[src/rtl/cache_axi_arbiter_if.sv]
// Handshake bundle between the icache, the dcache and axi_ctl, as seen by the refill/writeback arbiter.
// slave = arbiter side, master = environment side (caches plus axi_ctl).
interface cache_axi_arbiter_if #(
   parameter int unsigned ADDR_W = 64,
   parameter int unsigned DATA_W = 64,
   parameter int unsigned IDX_W  = 9
);
   // icache side
   logic              i_req;
   logic [ADDR_W-1:0] i_addr;
   logic              i_done;
   logic              i_fifo_wen;
   logic [DATA_W-1:0] i_data;
   logic [IDX_W-1:0]  i_fifo_idx;
   logic              i_fifo_done;

   // dcache side
   logic              d_req;
   logic              d_rw;
   logic [ADDR_W-1:0] d_addr;
   logic [DATA_W-1:0] d_wdata;
   logic              d_fifo_wen;
   logic [IDX_W-1:0]  d_fifo_idx;
   logic              d_fifo_done;
   logic              d_done;
   logic              d_fifo_ren;
   logic [DATA_W-1:0] d_rdata;

   // axi_ctl side
   logic              axi_req;
   logic              axi_rw;
   logic [ADDR_W-1:0] axi_req_addr;
   logic [DATA_W-1:0] axi_data_o;
   logic              axi_fifo_wen_o;
   logic [IDX_W-1:0]  axi_fifo_idx;
   logic              axi_fifo_done;
   logic              axi_done;
   logic              axi_fifo_wen;
   logic [DATA_W-1:0] axi_data_i;

   modport slave (
      input  i_req, i_addr, i_fifo_idx, i_fifo_done,
      input  d_req, d_rw, d_addr, d_wdata, d_fifo_wen, d_fifo_idx, d_fifo_done,
      input  axi_done, axi_fifo_wen, axi_data_i,
      output i_done, i_fifo_wen, i_data,
      output d_done, d_fifo_ren, d_rdata,
      output axi_req, axi_rw, axi_req_addr, axi_data_o, axi_fifo_wen_o, axi_fifo_idx, axi_fifo_done
   );

   modport master (
      output i_req, i_addr, i_fifo_idx, i_fifo_done,
      output d_req, d_rw, d_addr, d_wdata, d_fifo_wen, d_fifo_idx, d_fifo_done,
      output axi_done, axi_fifo_wen, axi_data_i,
      input  i_done, i_fifo_wen, i_data,
      input  d_done, d_fifo_ren, d_rdata,
      input  axi_req, axi_rw, axi_req_addr, axi_data_o, axi_fifo_wen_o, axi_fifo_idx, axi_fifo_done
   );
endinterface

[src/rtl/cache_axi_arbiter.sv]
// Arbitrates the single axi_ctl refill/writeback channel between icache and dcache.
// Optional macro ARB_ROUND_ROBIN_EN: ties go to the cache that was not the last owner (default: dcache wins ties).
module cache_axi_arbiter #(
   parameter int unsigned ADDR_W = 64,
   parameter int unsigned DATA_W = 64,
   parameter int unsigned IDX_W  = 9
) (
   input  logic                clk,
   input  logic                rst,
   cache_axi_arbiter_if.slave  bus,
   output logic                busy,
   output logic                owner
);

   typedef enum logic [1:0] {
      IDLE    = 2'd0,
      GRANT   = 2'd1,
      RELEASE = 2'd2
   } state_t;

   localparam logic OWN_I = 1'b0;
   localparam logic OWN_D = 1'b1;

   state_t state;
   state_t state_next;
   logic   owner_next;
   logic   busy_next;
   logic   axi_req_q;
   logic   axi_req_next;
   logic   owner_req_c;
   logic   tie_owner_c;

   // Forwarded request-side fields and steered completion-side fields.
   logic              rw_c;
   logic [ADDR_W-1:0] addr_c;
   logic [DATA_W-1:0] data_o_c;
   logic              wen_o_c;
   logic [IDX_W-1:0]  idx_c;
   logic              fdone_c;
   logic              i_done_c;
   logic              i_wen_c;
   logic [DATA_W-1:0] i_data_c;
   logic              d_done_c;
   logic              d_ren_c;
   logic [DATA_W-1:0] d_data_c;

   // Tie-break between simultaneous requests seen in IDLE.
`ifdef ARB_ROUND_ROBIN_EN
   assign tie_owner_c = ~owner;
`else
   assign tie_owner_c = OWN_D;
`endif

   assign owner_req_c = (owner == OWN_D) ? bus.d_req : bus.i_req;

   always_ff @(posedge clk) begin
      if (rst) begin
         state     <= IDLE;
         owner     <= OWN_I;
         busy      <= 1'b0;
         axi_req_q <= 1'b0;
      end else begin
         state     <= state_next;
         owner     <= owner_next;
         busy      <= busy_next;
         axi_req_q <= axi_req_next;
      end
   end

   always_comb begin
      state_next = state;
      owner_next = owner;
      case (state)
         IDLE: begin
            if (bus.i_req && bus.d_req) begin
               owner_next = tie_owner_c;
               state_next = GRANT;
            end else if (bus.d_req) begin
               owner_next = OWN_D;
               state_next = GRANT;
            end else if (bus.i_req) begin
               owner_next = OWN_I;
               state_next = GRANT;
            end
         end
         GRANT: begin
            if (!owner_req_c) state_next = RELEASE;
         end
         RELEASE: state_next = IDLE;
         default: state_next = IDLE;
      endcase
      // axi_req follows the owner's sampled req; RELEASE forces the deassert gap.
      axi_req_next = (state_next == GRANT);
      busy_next    = (state_next != IDLE);
   end

   // Owner's request fields go out, axi_ctl responses come back only to the owner.
   always_comb begin
      rw_c     = 1'b0;
      addr_c   = '0;
      data_o_c = '0;
      wen_o_c  = 1'b0;
      idx_c    = '0;
      fdone_c  = 1'b0;
      i_done_c = 1'b0;
      i_wen_c  = 1'b0;
      i_data_c = '0;
      d_done_c = 1'b0;
      d_ren_c  = 1'b0;
      d_data_c = '0;
      if (state == GRANT) begin
         if (owner == OWN_D) begin
            rw_c     = bus.d_rw;
            addr_c   = bus.d_addr;
            data_o_c = bus.d_wdata;
            wen_o_c  = bus.d_fifo_wen;
            idx_c    = bus.d_fifo_idx;
            fdone_c  = bus.d_fifo_done;
            d_done_c = bus.axi_done;
            d_ren_c  = bus.axi_fifo_wen;
            d_data_c = bus.axi_data_i;
         end else begin
            addr_c   = bus.i_addr;
            idx_c    = bus.i_fifo_idx;
            fdone_c  = bus.i_fifo_done;
            i_done_c = bus.axi_done;
            i_wen_c  = bus.axi_fifo_wen;
            i_data_c = bus.axi_data_i;
         end
      end
   end

   assign bus.axi_req        = axi_req_q;
   assign bus.axi_rw         = rw_c;
   assign bus.axi_req_addr   = addr_c;
   assign bus.axi_data_o     = data_o_c;
   assign bus.axi_fifo_wen_o = wen_o_c;
   assign bus.axi_fifo_idx   = idx_c;
   assign bus.axi_fifo_done  = fdone_c;
   assign bus.i_done         = i_done_c;
   assign bus.i_fifo_wen     = i_wen_c;
   assign bus.i_data         = i_data_c;
   assign bus.d_done         = d_done_c;
   assign bus.d_fifo_ren     = d_ren_c;
   assign bus.d_rdata        = d_data_c;

   // Structural invariants of the grant protocol.
   a_req_only_in_grant : assert property (@(posedge clk) disable iff (rst)
      bus.axi_req |-> (state == GRANT));
   a_single_done : assert property (@(posedge clk) disable iff (rst)
      !(bus.i_done && bus.d_done));
   a_release_one_cycle : assert property (@(posedge clk) disable iff (rst)
      (state == RELEASE) |=> (state == IDLE));

endmodule

[src/flat_wrapper.sv]
// flat-port wrapper written by rule: the top's interface ports become plain ports
module cache_axi_arbiter_flat 
#(
   parameter int unsigned ADDR_W = 64,
   parameter int unsigned DATA_W = 64,
   parameter int unsigned IDX_W  = 9
)
  (clk, rst, busy, owner, bus_i_req, bus_i_addr, bus_i_fifo_idx, bus_i_fifo_done, bus_d_req, bus_d_rw, bus_d_addr, bus_d_wdata, bus_d_fifo_wen, bus_d_fifo_idx, bus_d_fifo_done, bus_axi_done, bus_axi_fifo_wen, bus_axi_data_i, bus_i_done, bus_i_fifo_wen, bus_i_data, bus_d_done, bus_d_fifo_ren, bus_d_rdata, bus_axi_req, bus_axi_rw, bus_axi_req_addr, bus_axi_data_o, bus_axi_fifo_wen_o, bus_axi_fifo_idx, bus_axi_fifo_done);
  cache_axi_arbiter_if #(.ADDR_W(ADDR_W), .DATA_W(DATA_W), .IDX_W(IDX_W)) bus_i ();
  input  logic clk;
  input  logic rst;
  output logic busy;
  output logic owner;
  input wire logic [$bits(bus_i.i_req)-1:0] bus_i_req;
  input wire logic [$bits(bus_i.i_addr)-1:0] bus_i_addr;
  input wire logic [$bits(bus_i.i_fifo_idx)-1:0] bus_i_fifo_idx;
  input wire logic [$bits(bus_i.i_fifo_done)-1:0] bus_i_fifo_done;
  input wire logic [$bits(bus_i.d_req)-1:0] bus_d_req;
  input wire logic [$bits(bus_i.d_rw)-1:0] bus_d_rw;
  input wire logic [$bits(bus_i.d_addr)-1:0] bus_d_addr;
  input wire logic [$bits(bus_i.d_wdata)-1:0] bus_d_wdata;
  input wire logic [$bits(bus_i.d_fifo_wen)-1:0] bus_d_fifo_wen;
  input wire logic [$bits(bus_i.d_fifo_idx)-1:0] bus_d_fifo_idx;
  input wire logic [$bits(bus_i.d_fifo_done)-1:0] bus_d_fifo_done;
  input wire logic [$bits(bus_i.axi_done)-1:0] bus_axi_done;
  input wire logic [$bits(bus_i.axi_fifo_wen)-1:0] bus_axi_fifo_wen;
  input wire logic [$bits(bus_i.axi_data_i)-1:0] bus_axi_data_i;
  output wire logic [$bits(bus_i.i_done)-1:0] bus_i_done;
  output wire logic [$bits(bus_i.i_fifo_wen)-1:0] bus_i_fifo_wen;
  output wire logic [$bits(bus_i.i_data)-1:0] bus_i_data;
  output wire logic [$bits(bus_i.d_done)-1:0] bus_d_done;
  output wire logic [$bits(bus_i.d_fifo_ren)-1:0] bus_d_fifo_ren;
  output wire logic [$bits(bus_i.d_rdata)-1:0] bus_d_rdata;
  output wire logic [$bits(bus_i.axi_req)-1:0] bus_axi_req;
  output wire logic [$bits(bus_i.axi_rw)-1:0] bus_axi_rw;
  output wire logic [$bits(bus_i.axi_req_addr)-1:0] bus_axi_req_addr;
  output wire logic [$bits(bus_i.axi_data_o)-1:0] bus_axi_data_o;
  output wire logic [$bits(bus_i.axi_fifo_wen_o)-1:0] bus_axi_fifo_wen_o;
  output wire logic [$bits(bus_i.axi_fifo_idx)-1:0] bus_axi_fifo_idx;
  output wire logic [$bits(bus_i.axi_fifo_done)-1:0] bus_axi_fifo_done;
  assign bus_i.i_req = bus_i_req;
  assign bus_i.i_addr = bus_i_addr;
  assign bus_i.i_fifo_idx = bus_i_fifo_idx;
  assign bus_i.i_fifo_done = bus_i_fifo_done;
  assign bus_i.d_req = bus_d_req;
  assign bus_i.d_rw = bus_d_rw;
  assign bus_i.d_addr = bus_d_addr;
  assign bus_i.d_wdata = bus_d_wdata;
  assign bus_i.d_fifo_wen = bus_d_fifo_wen;
  assign bus_i.d_fifo_idx = bus_d_fifo_idx;
  assign bus_i.d_fifo_done = bus_d_fifo_done;
  assign bus_i.axi_done = bus_axi_done;
  assign bus_i.axi_fifo_wen = bus_axi_fifo_wen;
  assign bus_i.axi_data_i = bus_axi_data_i;
  assign bus_i_done = bus_i.i_done;
  assign bus_i_fifo_wen = bus_i.i_fifo_wen;
  assign bus_i_data = bus_i.i_data;
  assign bus_d_done = bus_i.d_done;
  assign bus_d_fifo_ren = bus_i.d_fifo_ren;
  assign bus_d_rdata = bus_i.d_rdata;
  assign bus_axi_req = bus_i.axi_req;
  assign bus_axi_rw = bus_i.axi_rw;
  assign bus_axi_req_addr = bus_i.axi_req_addr;
  assign bus_axi_data_o = bus_i.axi_data_o;
  assign bus_axi_fifo_wen_o = bus_i.axi_fifo_wen_o;
  assign bus_axi_fifo_idx = bus_i.axi_fifo_idx;
  assign bus_axi_fifo_done = bus_i.axi_fifo_done;
  cache_axi_arbiter #(.ADDR_W(ADDR_W), .DATA_W(DATA_W), .IDX_W(IDX_W)) u_core (.clk(clk), .rst(rst), .bus(bus_i), .busy(busy), .owner(owner));
endmodule
[config.mk]
export PLATFORM = sky130hd
export DESIGN_NAME = cache_axi_arbiter_flat
export DESIGN_NICKNAME = d
export VERILOG_FILES = /design/src/rtl/cache_axi_arbiter_if.sv /design/src/rtl/cache_axi_arbiter.sv /design/src/flat_wrapper.sv
export SDC_FILE = /design/constraint.sdc
export NUM_CORES = 1
export LEC_CHECK = 0
export ABC_AREA = 0
export CORE_AREA = 2 2 217 219
export DETAILED_ROUTE_END_ITERATION = 12
export DIE_AREA = 0 0 219 221
export PLACE_DENSITY = 0.41
export SLEW_MARGIN = 20
export SYNTH_ARGS = -nofsm -noshare
export SYNTH_HDL_FRONTEND = slang
export SYNTH_SLANG_ARGS = --single-unit
export TNS_END_PERCENT = 50
[constraint.sdc]
create_clock -name clk -period 2.55 [get_ports clk]
set_input_delay 0.3825 -clock clk [delete_from_list [all_inputs] [get_ports clk]]
set_output_delay 0.3825 -clock clk [all_outputs]
set_load 0.02 [all_outputs]
---- After elaboration in Yosys (flattened, before gate mapping) ----
Cells that the tools add are included.
word-level totals
  register bits ........................... 5
  input bits .............................. 284
  output and inout bits ................... 275
  logic and storage cells ................. 44
operators by class
  eq/ne operators ......................... 2
  muxes and demuxes ....................... 33
  reduce and logical (&&, ||, !) cells .... 5
operators with widths
  operator              count
  $mux W64              8
  $mux W1               18
  $mux W9               2
  $mux W2               4
  $eq A2 B1 Y1 const B  2
  $pmux W2 S2           1
  $reduce_bool A3 Y1    1
  $logic_not A2 Y1      1
  $reduce_and A2 Y1     1
  $reduce_bool A2 Y1    1
  $logic_and A1 B1 Y1   1

---- Logic depth before layout (Yosys ltp) ----
  depth after elaboration ................. 5
  mapped depth ............................ 5
  gate-level depth less buffers ........... 2

---- Least setup slack after synthesis ----
Ideal clock, no wire load.
  path type ............................... register to output
  from .................................... reg u_core.owner
  to ...................................... out bus_axi_fifo_idx[0]
  arrival time ............................ 1416 ps
  setup slack ............................. 751 ps
  stages on the path, launching flop included .. 6
  buffers on the path ..................... 3
  cells stage by stage .................... dfxtp_1 > buf_2 > buf_2 > buf_4 > mux2i_1 > nor2_1
on the way
  longest elaborated chain between the ends .. 2
ends and longest elaborated chain
  element                   line                      RTL
  start: declaration        cache_axi_arbiter.sv:12   output logic owner
  start signal: assignment  cache_axi_arbiter.sv:64   owner <= owner_next;
  $mux W9                   cache_axi_arbiter.sv:112  if (owner == OWN_D) begin
  $mux W9                   cache_axi_arbiter.sv:111  if (state == GRANT) begin
  end: declaration          flat_wrapper.sv:39        output wire logic [$bits(bus_i.axi_fifo_idx)-1:0] bus_axi_fifo_idx;
No other way between the ends.

---- Worst setup path after layout ----
  from .................................... reg u_core.state[1]
  to ...................................... out bus_axi_req_addr[9]
on the way
  longest elaborated chain between the ends .. 2
ends and longest elaborated chain
  element                   line                      RTL
  start: declaration        cache_axi_arbiter.sv:24   state_t state;
  start signal: assignment  cache_axi_arbiter.sv:63   state <= state_next;
  $eq A2 B1 Y1              cache_axi_arbiter.sv:111
  $mux W64                  cache_axi_arbiter.sv:111
  end: declaration          flat_wrapper.sv:36        output wire logic [$bits(bus_i.axi_req_addr)-1:0] bus_axi_req_addr;
No other way between the ends.

==> impl_metrics.yaml <==
timing:
  period_share_pct: 95.82
  holdWs_ns: 0.6922
  finalSetupTns_ns: 0
  fin_crit_ns: 2.443
  setup-violations-final: 0
  max_freq_mhz: 409.3
  finalHoldViolCount: 0
  slew-limit-headroom_pct: 62.62
  drv_slew: 0
  rsz0062_at_grt: "no"
  fin_skew_ns: 0.005146
  tightest_slew_ns: 0.5590
floorplanning:
  core_area_um2: 46060
  die_x_um: 219
  dieArea_um2: 48400
  die_y_um: 221
  ios: 559
  num_rows: 79
  start_util_pct: 6.003
placement:
  portBuffers: 558
  place_congestion: 0.7796
  dp_cells: 1613
  dp_hpwl_mm: 20.99
clock_network:
  insertion_delay_ns: 0.23
  ctsLongestPathBuffers: 2
  cts_resized: 0
  postCtsSetupBuffers: 0
  hold_buffers: 0
  cts.reportedPaths.clkPinSlew_ns: 0.04
  cts_tree: "built"
  numCtsBuffers: 3
  cts.sinks: 5
  root_buffer: "clkbuf_16"
  cts_max_level: 1
run_status:
  status: "finished, final reports clean"
min_path:
  hp-class: "reg2reg"
yosys:
  synthDistinctLibCells: 15
  synth_area_leader_cell: "nor2_1"
  synthTopCellsByArea: "nor2_1 28%, mux2i_1 27%, nand2b_1 16%, and2_1 15%, buf_2 4.5%"
  syn_area_per_cell_um2: 5.785
  syn_area_um2: 2765
  ys_ff_latch: 5
  synth_nets: 762
  synth_top_area_share_pct: 28.10
  ys_warn_count: 0
  ys_seq_area_share_pct: 3.620
  syn_inst: 478
routing:
  vias: 5121
  dr.pass1.iters: 4
  ant_nets: 0
  drc: 0
  wirelength_mm: 23.75
  viasPerCell: 3.167
  routedWlPerCell_um: 14.69
  drtIter0Drc: 127
pwr:
  p_leak_nw: 3.362
  irDropWorstVdd_v: 0.0001476
  p_per_area_nw_per_um2: 230.2
cells_and_area:
  final_cells: 1617
  multi_input_area_um2: 2451
  area.growth.synth_to_final_pct: 234.1
  fill_cells: 5186
  final_cell_mix: "548 x clkdlybuf4s50_1, 207 x nor2_1, 75 x mux2i_1"
  seqCellArea_um2: 105.1
  antenna_cells: 0
  mostFrequentLayoutCell: "clkdlybuf4s50_1"
  fin_nets: 1295
  drive_above_1_share_pct: 3.564
global_routing:
  grt.total_usage_pct: 8.909
  grt_pass1_wl_mm: 32.62
  antenna_found_initial: 0
  grt_max_degree: 72
  grt-ovfl-total: 0
  grt_pass1_vias: 5134
critical_path:
  slowest_stage: "clkdlybuf4s50_1"
  cp_cell_sequence: "nand2b_2 > buf_12 > buf_12 > nor2_1 > clkdlybuf4s50_1"
  cp_slowest_stage_delay_ns: 0.61
  cp.required_ns: 2.17
  cpMostUsedCell: "buf_12"
  crit_fanout: 29
  critPathLaunchType: "register"
  cp-end-kind: "output pin"
  worstSetupPathType: "reg2out"
  cp_data_arrival_time_ns: 2.06
flow_run:
  drv_cap: 0
-- per-layer routing --
layer	part of all wire (%)	GRT usage, %
met4	0.72	1.112
met1	35	9.049
met5	0	0
met2	54	18.12
met3	11	2.405
-- area by class of cell --
cell class              count  area share (%)
multi-input cells         427           26.53
well taps                 607           8.222
clock buffers               4          0.8533
repair buffers            574           63.25
flip-flops and latches      5           1.138
-- cell families after synthesis --
family	Yosys count	synth area share [%]
DFF	5	3.620
muxes	75	27.15
AOI/OAI and AO/OA	3	0.8144
buffers and inverters	46	8.055
and+or+nand+nor	349	60.36
-- synthesized netlist by cell type, drive strengths merged --
cell type	n
clkbuf	16
nor3b	2
dfxtp	5
nor3	2
or4b	1
mux2i	75
o21ai	1
nand2	1
and2	66
nor2	207
buf	30
a2111oi	2
nand2b	69
and3b	1
-- sequential cells by signal (all words and copies together), names as in the netlist --
register,flops
u_core.bus.axi_req,1
u_core.busy,1
u_core.owner,1
u_core.state,2
-- through the flow --
stage	setup WS (ns)	util [%]	total power, W	cell area (µm²)
3_3_place_gp	0.3010	19.88	0.001895	9159
5_1_grt	0.01484	20.05	0.002256	9238
3_5_place_dp	0.3191	19.88	0.001884	9159
2_1_floorplan	0.7515	-	0.0008259	2765
6_report	0.1067	20.05	0.002126	9238
4_1_cts	0.07234	20.05	0.002173	9238
-- power breakdown --
part / leakage, nW / internal, W / switching, W
logic: 3.28 / 0.000973 / 0.000792
registers: 0.0427 / 0.0000860 / 0.00000581
clock network: 0.0382 / 0.000208 / 0.0000613
-- critical path: cells and delay by family (launching register included) --
family / cells / cell delay [ns]
buffers and inverters: 3 / 1.01
and+or+nand+nor: 2 / 0.46
DFF: 1 / 0.33
-- worst paths after layout --
| path | slack (ns) | startpoint | endpoint | cells past startpoint |
|---|---|---|---|---|
| hold / removal | 0.69 | u_core.state[0] | u_core.state[0] | 2 |
| hold reg to reg | 0.69 | u_core.state[0] | u_core.state[0] | 2 |
| setup reg to reg | 1.04 | u_core.owner | u_core.bus.axi_req | 4 |
| setup / recovery | 0.11 | u_core.state[1] | bus_axi_req_addr[9] | 5 |
Power figures use the tool's default switching activity.
